<file path="src/rtl/lc3b_types.sv">
// Shared LC-3b datapath types plus the state and port encodings used by the
// memory arbiter that fronts the unified physical memory.
package lc3b_types;

   typedef logic [15:0] lc3b_word;
   typedef logic [1:0]  lc3b_mem_wmask;

   typedef enum logic [1:0] {
      IDLE,
      ACCESS,
      RESP
   } lc3b_arb_state;

   typedef enum logic {
      IMEM,
      DMEM
   } lc3b_arb_port;

endpackage

</file>
<file path="src/rtl/mem_arbiter.sv">
// Serialises the split instruction/data ports onto one physical memory port,
// one transaction at a time, and returns a one-cycle resp with registered data.
module mem_arbiter
   import lc3b_types::*;
#(
   parameter int ADDR_WIDTH = 16,
   parameter int DATA_WIDTH = 16,
   parameter bit FAIR       = 1'b1
) (
   input  logic                  clk,
   input  logic                  reset,

   input  logic                  imem_read,
   input  logic [ADDR_WIDTH-1:0] imem_address,
   output logic [DATA_WIDTH-1:0] imem_rdata,
   output logic                  imem_resp,

   input  logic                  dmem_read,
   input  logic                  dmem_write,
   input  lc3b_mem_wmask         dmem_wmask,
   input  logic [ADDR_WIDTH-1:0] dmem_address,
   input  logic [DATA_WIDTH-1:0] dmem_wdata,
   output logic [DATA_WIDTH-1:0] dmem_rdata,
   output logic                  dmem_resp,

   output logic                  pmem_read,
   output logic                  pmem_write,
   output lc3b_mem_wmask         pmem_wmask,
   output logic [ADDR_WIDTH-1:0] pmem_address,
   output logic [DATA_WIDTH-1:0] pmem_wdata,
   input  logic [DATA_WIDTH-1:0] pmem_rdata,
   input  logic                  pmem_resp
);

   lc3b_arb_state         state_q,      state_d;
   lc3b_arb_port          grant_q,      grant_d;
   lc3b_arb_port          last_grant_q, last_grant_d;
   logic                  write_q,      write_d;
   logic [ADDR_WIDTH-1:0] addr_q,       addr_d;
   logic [DATA_WIDTH-1:0] wdata_q,      wdata_d;
   lc3b_mem_wmask         wmask_q,      wmask_d;
   logic [DATA_WIDTH-1:0] imem_rdata_q, imem_rdata_d;
   logic [DATA_WIDTH-1:0] dmem_rdata_q, dmem_rdata_d;

   logic imem_req;
   logic dmem_req;
   logic in_access;

   assign imem_req  = imem_read;
   assign dmem_req  = dmem_read | dmem_write;
   assign in_access = (state_q == ACCESS);

   always_ff @(posedge clk or negedge reset) begin
      if (!reset) begin
         state_q      <= IDLE;
         grant_q      <= IMEM;
         last_grant_q <= IMEM;
         write_q      <= 1'b0;
         addr_q       <= '0;
         wdata_q      <= '0;
         wmask_q      <= '0;
         imem_rdata_q <= '0;
         dmem_rdata_q <= '0;
      end else begin
         state_q      <= state_d;
         grant_q      <= grant_d;
         last_grant_q <= last_grant_d;
         write_q      <= write_d;
         addr_q       <= addr_d;
         wdata_q      <= wdata_d;
         wmask_q      <= wmask_d;
         imem_rdata_q <= imem_rdata_d;
         dmem_rdata_q <= dmem_rdata_d;
      end
   end

   always_comb begin
      state_d      = state_q;
      grant_d      = grant_q;
      last_grant_d = last_grant_q;
      write_d      = write_q;
      addr_d       = addr_q;
      wdata_d      = wdata_q;
      wmask_d      = wmask_q;
      imem_rdata_d = imem_rdata_q;
      dmem_rdata_d = dmem_rdata_q;

      unique case (state_q)
         IDLE: begin
            if (imem_req || dmem_req) begin
               if (imem_req && dmem_req) begin
                  if (FAIR) begin
                     grant_d = (last_grant_q == IMEM) ? DMEM : IMEM;
                  end else begin
                     grant_d = DMEM;
                  end
               end else begin
                  grant_d = dmem_req ? DMEM : IMEM;
               end
               last_grant_d = grant_d;
               state_d      = ACCESS;
               // Read+write together on the data port is resolved as a store.
               if (grant_d == DMEM) begin
                  write_d = dmem_write;
                  addr_d  = dmem_address;
                  wdata_d = dmem_wdata;
                  wmask_d = dmem_wmask;
               end else begin
                  write_d = 1'b0;
                  addr_d  = imem_address;
                  wdata_d = '0;
                  wmask_d = 2'b11;
               end
            end
         end
         ACCESS: begin
            if (pmem_resp) begin
               state_d = RESP;
               if (!write_q) begin
                  if (grant_q == IMEM) begin
                     imem_rdata_d = pmem_rdata;
                  end else begin
                     dmem_rdata_d = pmem_rdata;
                  end
               end
            end
         end
         RESP: begin
            state_d = IDLE;
         end
         default: begin
            state_d = IDLE;
         end
      endcase
   end

   // Physical bus is only driven while a transaction is in flight.
   assign pmem_read    = in_access && !write_q;
   assign pmem_write   = in_access && write_q;
   assign pmem_address = in_access ? addr_q  : '0;
   assign pmem_wdata   = in_access ? wdata_q : '0;
   assign pmem_wmask   = in_access ? wmask_q : 2'b00;

   assign imem_resp  = (state_q == RESP) && (grant_q == IMEM);
   assign dmem_resp  = (state_q == RESP) && (grant_q == DMEM);
   assign imem_rdata = imem_rdata_q;
   assign dmem_rdata = dmem_rdata_q;

endmodule

</file>
<file path="config.mk">
export PLATFORM = sky130hd
export DESIGN_NAME = mem_arbiter
export DESIGN_NICKNAME = d
export VERILOG_FILES = /design/src/rtl/lc3b_types.sv /design/src/rtl/mem_arbiter.sv
export SDC_FILE = /design/constraint.sdc
export NUM_CORES = 1
export LEC_CHECK = 0
export ABC_AREA = 0
export CAP_MARGIN = 25
export CORE_MARGIN = 3
export CORE_UTILIZATION = 38
export DETAILED_ROUTE_END_ITERATION = 16
export PLACE_DENSITY = 0.85
export RECOVER_POWER = 50
export SETUP_SLACK_MARGIN = 0.3
export SLEW_MARGIN = 20
export SYNTH_ARGS = -nofsm -noshare
export SYNTH_HDL_FRONTEND = slang
export SYNTH_SLANG_ARGS = --single-unit
export TNS_END_PERCENT = 50
</file>
<file path="constraint.sdc">
create_clock -name clk -period 1.6 [get_ports clk]
set_input_delay 0.32 -clock clk [delete_from_list [all_inputs] [get_ports clk]]
set_output_delay 0.32 -clock clk [all_outputs]
set_load 0.05 [all_outputs]
</file>
==> Word-level counts from Yosys, hierarchy flattened <==
Cells that the tools add are included.
{ "totals": {"register_bits": 70, "inputBits": 72, "output_inout_bits": 70, "word_cells": 42} }
{ "classes": {"eq_ne": 4, "n_mux": 15, "bitwise_logic": 3, "n_reduce_logical": 12} }
{ "ops": {"columns": ["cell", "n"], "rows": [
  ["$mux W16", 4],
  ["$mux W2", 4],
  ["$reduce_and A4 Y1", 2],
  ["$mux W1", 6],
  ["$logic_and A1 B1 Y1", 5],
  ["$ne A2 B2 Y1 const B", 2],
  ["$pmux W2 S2", 1],
  ["$reduce_and A2 Y1", 2],
  ["$eq A2 B1 Y1 const B", 1],
  ["$eq A2 B2 Y1 const B", 1],
  ["$logic_not A2 Y1", 1],
  ["$not A1 Y1", 2],
  ["$logic_not A1 Y1", 1],
  ["$logic_or A1 B1 Y1", 1],
  ["$or A1 B1 Y1", 1]
]} }

==> Logic depth before layout (Yosys ltp) <==
{ "depth": {"word_depth": 6, "mapped_depth": 6, "depth_no_buf": 3} }

==> Least setup slack after synthesis <==
No wires, ideal clock.
{ "synth_path": {"path_kind": "flip-flop to output port", "startpoint": "reg, netlist name last_grant_q", "endpoint": "out imem_resp", "t_arrival_ns": 1.672, "slack_ns": -0.392, "path_stages_with_launch": 3, "n_path_buf": 1, "path_cell_list": "dfrtp_1 buf_2 nor3b_1"} }
{ "synth_rtl": {"columns": ["item", "line", "source"], "rows": [
  ["to (decl)", "mem_arbiter.sv:16", "output logic imem_resp,"]
]} }

==> Worst setup path after layout <==
{ "layout_path": {"startpoint": "reg state_q[1]", "endpoint": "out pmem_wmask[0]"} }
{ "layout_via": {"elab_chain_cells": 2} }
{ "layout_rtl": {"columns": ["item", "line", "source"], "rows": [
  ["from (decl)", "mem_arbiter.sv:35", "lc3b_arb_state state_q, state_d;"],
  ["from (signal assigned)", "mem_arbiter.sv:65", "state_q <= state_d;"],
  ["$eq A2 B1 Y1", "mem_arbiter.sv:51", "assign in_access = (state_q == ACCESS);"],
  ["$mux W2", "mem_arbiter.sv:142", "assign pmem_wmask = in_access ? wmask_q : 2'b00;"],
  ["to (decl)", "mem_arbiter.sv:28", "output lc3b_mem_wmask pmem_wmask,"]
]} }
No other way between the ends.

==> results.md <==
* Status: complete, but fails checks
* Failing checks: negative setup slack
* Core area at 7930 um^2
* Port-buffer cells at 141
* CP required at 1.28 ns
* XOR/XNOR Fraction of Synth Area at 0%
* Largest net degree at the start of global routing at 71
* Via Count at 2585
* YS warnings at 0
* Antenna violations before repair at 0
* First-pass GRT wire length at 15.0 mm
* CP startpoint: state_q[1]$_DFFE_PN0P_
* Reg2reg setup slack at -0.19 ns
* Number of CTS-inserted buffers at 9
* PwrDens at 2420 nW/um^2
* Sw Pwr at 6.40 mW
* CTS sink count at 70
* Die width at 97.6 um
* Root Driver: clkbuf_8
* Vias per cell at 4.88
* Layout cells sized above 1 at 55.4%
* Synthesized net count at 322
* Final Setup Violations at 75
* Adder-cell share of the synthesized area at 0%
* Top cells by area, synth: dfrtp_1 55%, mux2_2 24%, mux2i_1 5.0%, and2_1 3.9%, nor2_1 2.0%
* Most area-hungry cell type in the Yosys netlist: dfrtp_1
* Reg2reg path depth at 6
* Max Cap Viol at 0
* #FFs+latches synth at 70
* Hold_buf cts at 0
* Multiplexer share of the synthesized area at 29.0%
* Endpoint class of the critical path: primary output
* Fin. Hold Viols at 0
* Global Route Usage Sum at 19.5%
* Setup TNS at -9.24 ns
* Hold WS at 0.224 ns
* Reg power frac at 21.4%
* P_leak at 2.86 nW
* Final #Nets at 495
* CTS Buffer Depth at 2
* DIE AREA at 9530 um^2
* Final GP Congestion at 0.767
* Synth top area share at 54.9%
* Number of global-route vias before repair at 2882
* Synth Instances at 250
* Critical Path Fanout Max at 12
* Rows at 32
* Crit share post-route at 114%
* Internal at 8.45 mW
* Simple-gate share of the synthesized area at 10.7%
* Routed WL at 10.1 mm
* WP data arrival at 1.50 ns
* N_diodes at 0
* Slowest stage cell, crit path: dfrtp_1
* Crit Path Class: reg -> out
* Fmax achieved at 0.550 GHz
* CP Cell Sequence: and2b_2, buf_8, and2_4, buf_12
* WL/cell at 19.0 um
* Die H at 97.6 um
* Post-DRT Antenna Nets at 0
* R2R Path End: imem_rdata[2]$_DFFE_PN0P_
* DR pass1 iterations at 4
* Critical Path Sink: pmem_wmask[0]
* # DRC at 0
* Total gr overflow at 0
* Worst Setup Slack, final at -0.217 ns
* Clock transition at path regs at 0.08 ns
* Clock Skew at 0.0122 ns
* Cell area after synthesis at 3190 um^2
* Gate power share at 67.8%
* Worst Max-Slew Pin Slew at 0.947 ns
* Final Max Tran Viols at 0
* Worst skew pair latency at 0.34 ns
* Sw frac at 43.1%
* Synthesized area per cell at 12.8 um^2
* Tmin final at 1.82 ns
* RR Startpoint: state_q[1]$_DFFE_PN0P_
* Hold Path Class: in -> async
* Largest family of logic cells by synthesized area: multiplexers
* CTS tree: yes
* Num ports at 142
* Compound-Gate Fraction of Synth Area at 0.942%
* Dpl hpwl at 6.38 mm
* RSZ-0062 raised after global routing: true
* Initial drt markers at 95
* Clock power frac at 10.8%
* Headroom to the max-slew limit at 36.9%
* Sequential element share of the synthesized area at 54.9%
* Critical Path Start Type: register
* Crit-path max cell delay at 0.42 ns
* Initial Util at 40.2%
* Number of distinct library cells after synthesis at 21
* VDD IR-drop max at 1.62 mV
* H-tree Lvls at 3
* Synthesis-to-finish area growth at 92.6%
-- synth_stat cells --
| cell | n |
|---|---|
| dfrtp_1 | 70 |
| buf_6 | 2 |
| nand2b_1 | 3 |
| mux2i_1 | 16 |
| nor2_1 | 17 |
| a21boi_0 | 1 |
| clkbuf_1 | 3 |
| inv_1 | 16 |
| o21bai_1 | 1 |
| buf_4 | 1 |
| and2_1 | 20 |
| buf_2 | 8 |
| nor3b_1 | 1 |
| nand2_1 | 16 |
| and3b_1 | 1 |
| nor4b_4 | 1 |
| nand4b_2 | 1 |
| and2b_1 | 1 |
| mux2_2 | 68 |
| nor3_1 | 2 |
| a2bb2oi_2 | 1 |
-- sequential cells by signal (all words and copies together) (netlist names) --
| name | flops |
|---|---|
| wdata_q | 16 |
| last_grant_q | 1 |
| imem_rdata | 16 |
| dmem_rdata | 16 |
| wmask_q | 2 |
| addr_q | 16 |
| state_q | 2 |
| write_q | 1 |
-- logic make-up after synthesis --
logic type / Yosys count
muxes: 84
buffers and inverters: 30
AOI/OAI and AO/OA: 3
and+or+nand+nor: 63
DFF: 70
-- layout make-up --
| cell class | instances | area [um^2] |
|---|---|---|
| Clock buffer | 11 | 141 |
| Clock inverter | 5 | 82.6 |
| Fill cell | 444 | 1790 |
| Inverter | 16 | 60.1 |
| Multi-Input combinational cell | 150 | 1790 |
| Sequential cell | 70 | 1750 |
| Tap cell | 102 | 128 |
| Timing Repair Buffer | 176 | 2190 |
-- critical path, delay by kind of cell (launching register included) --
kind	cells	cell delay [ns]
AND/OR/NAND/NOR	2	0.45
buffers and inverters	2	0.29
flip-flops	1	0.42
-- power groups by stage --
stage | clock network [mW] | logic [mW] | registers (mW)
2_1_floorplan | 0 | 3.98 | 4.44
3_3_place_gp | 0 | 8.54 | 3.07
3_5_place_dp | 0 | 8.69 | 3.13
4_1_cts | 1.62 | 9.55 | 3.12
5_1_grt | 1.71 | 10.4 | 3.27
6_report | 1.60 | 10.1 | 3.17
-- placed cells by master (no fill, tap or decap), drive strengths merged, types with 2 or more instances in the layout --
cell / n
nor2: 17
nor3: 2
mux2i: 16
clkinv: 3
mux2: 68
dfrtp: 70
nand2b: 3
clkbuf: 14
bufinv: 2
clkdlybuf4s50: 69
nand2: 16
and2: 20
buf: 103
inv: 16
-- through the flow --
stage / util (%) / worst slack, ns / total power [mW] / area (um^2) / instances
2_1_floorplan: - / -0.0868 / 8.42 / 3440 / 250
3_3_place_gp: 67.9 / -0.324 / 11.6 / 5390 / 498
3_5_place_dp: 67.9 / -0.364 / 11.8 / 5390 / 498
4_1_cts: 74.8 / -0.211 / 14.3 / 5930 / 524
5_1_grt: 77.5 / -0.282 / 15.4 / 6140 / 530
6_report: 77.5 / -0.217 / 14.8 / 6140 / 530
-- what timing repair did --
action	CTS	global route
setup endpoints to repair	107	107
resized for setup	61	34
buffers inserted	8	4
pin swaps	8	10
hold endpoints to repair	0	0
cloned	2	2
-- metal layers --
metal	global-route usage (%)	vias up	part of all wire [%]
met5	0	-	0
met2	35.7	90	55
met3	4.52	22	5.6
li1	-	1179	-
met4	6.18	0	2.4
met1	22.4	1294	37
-- how the worst min path moves through the flow --
stage                                       end  slack [ns]  depth (start not counted)
after floorplan           addr_q[0]$_DFFE_PN0P_        0.02                          0
after global placement    addr_q[9]$_DFFE_PN0P_        0.37                          2
after detailed placement  addr_q[8]$_DFFE_PN0P_        0.38                          2
after CTS                 addr_q[8]$_DFFE_PN0P_        0.01                          2
after global routing      addr_q[8]$_DFFE_PN0P_        0.31                          2
final                     addr_q[8]$_DFFE_PN0P_        0.22                          2
Power figures use the tool's default switching activity.
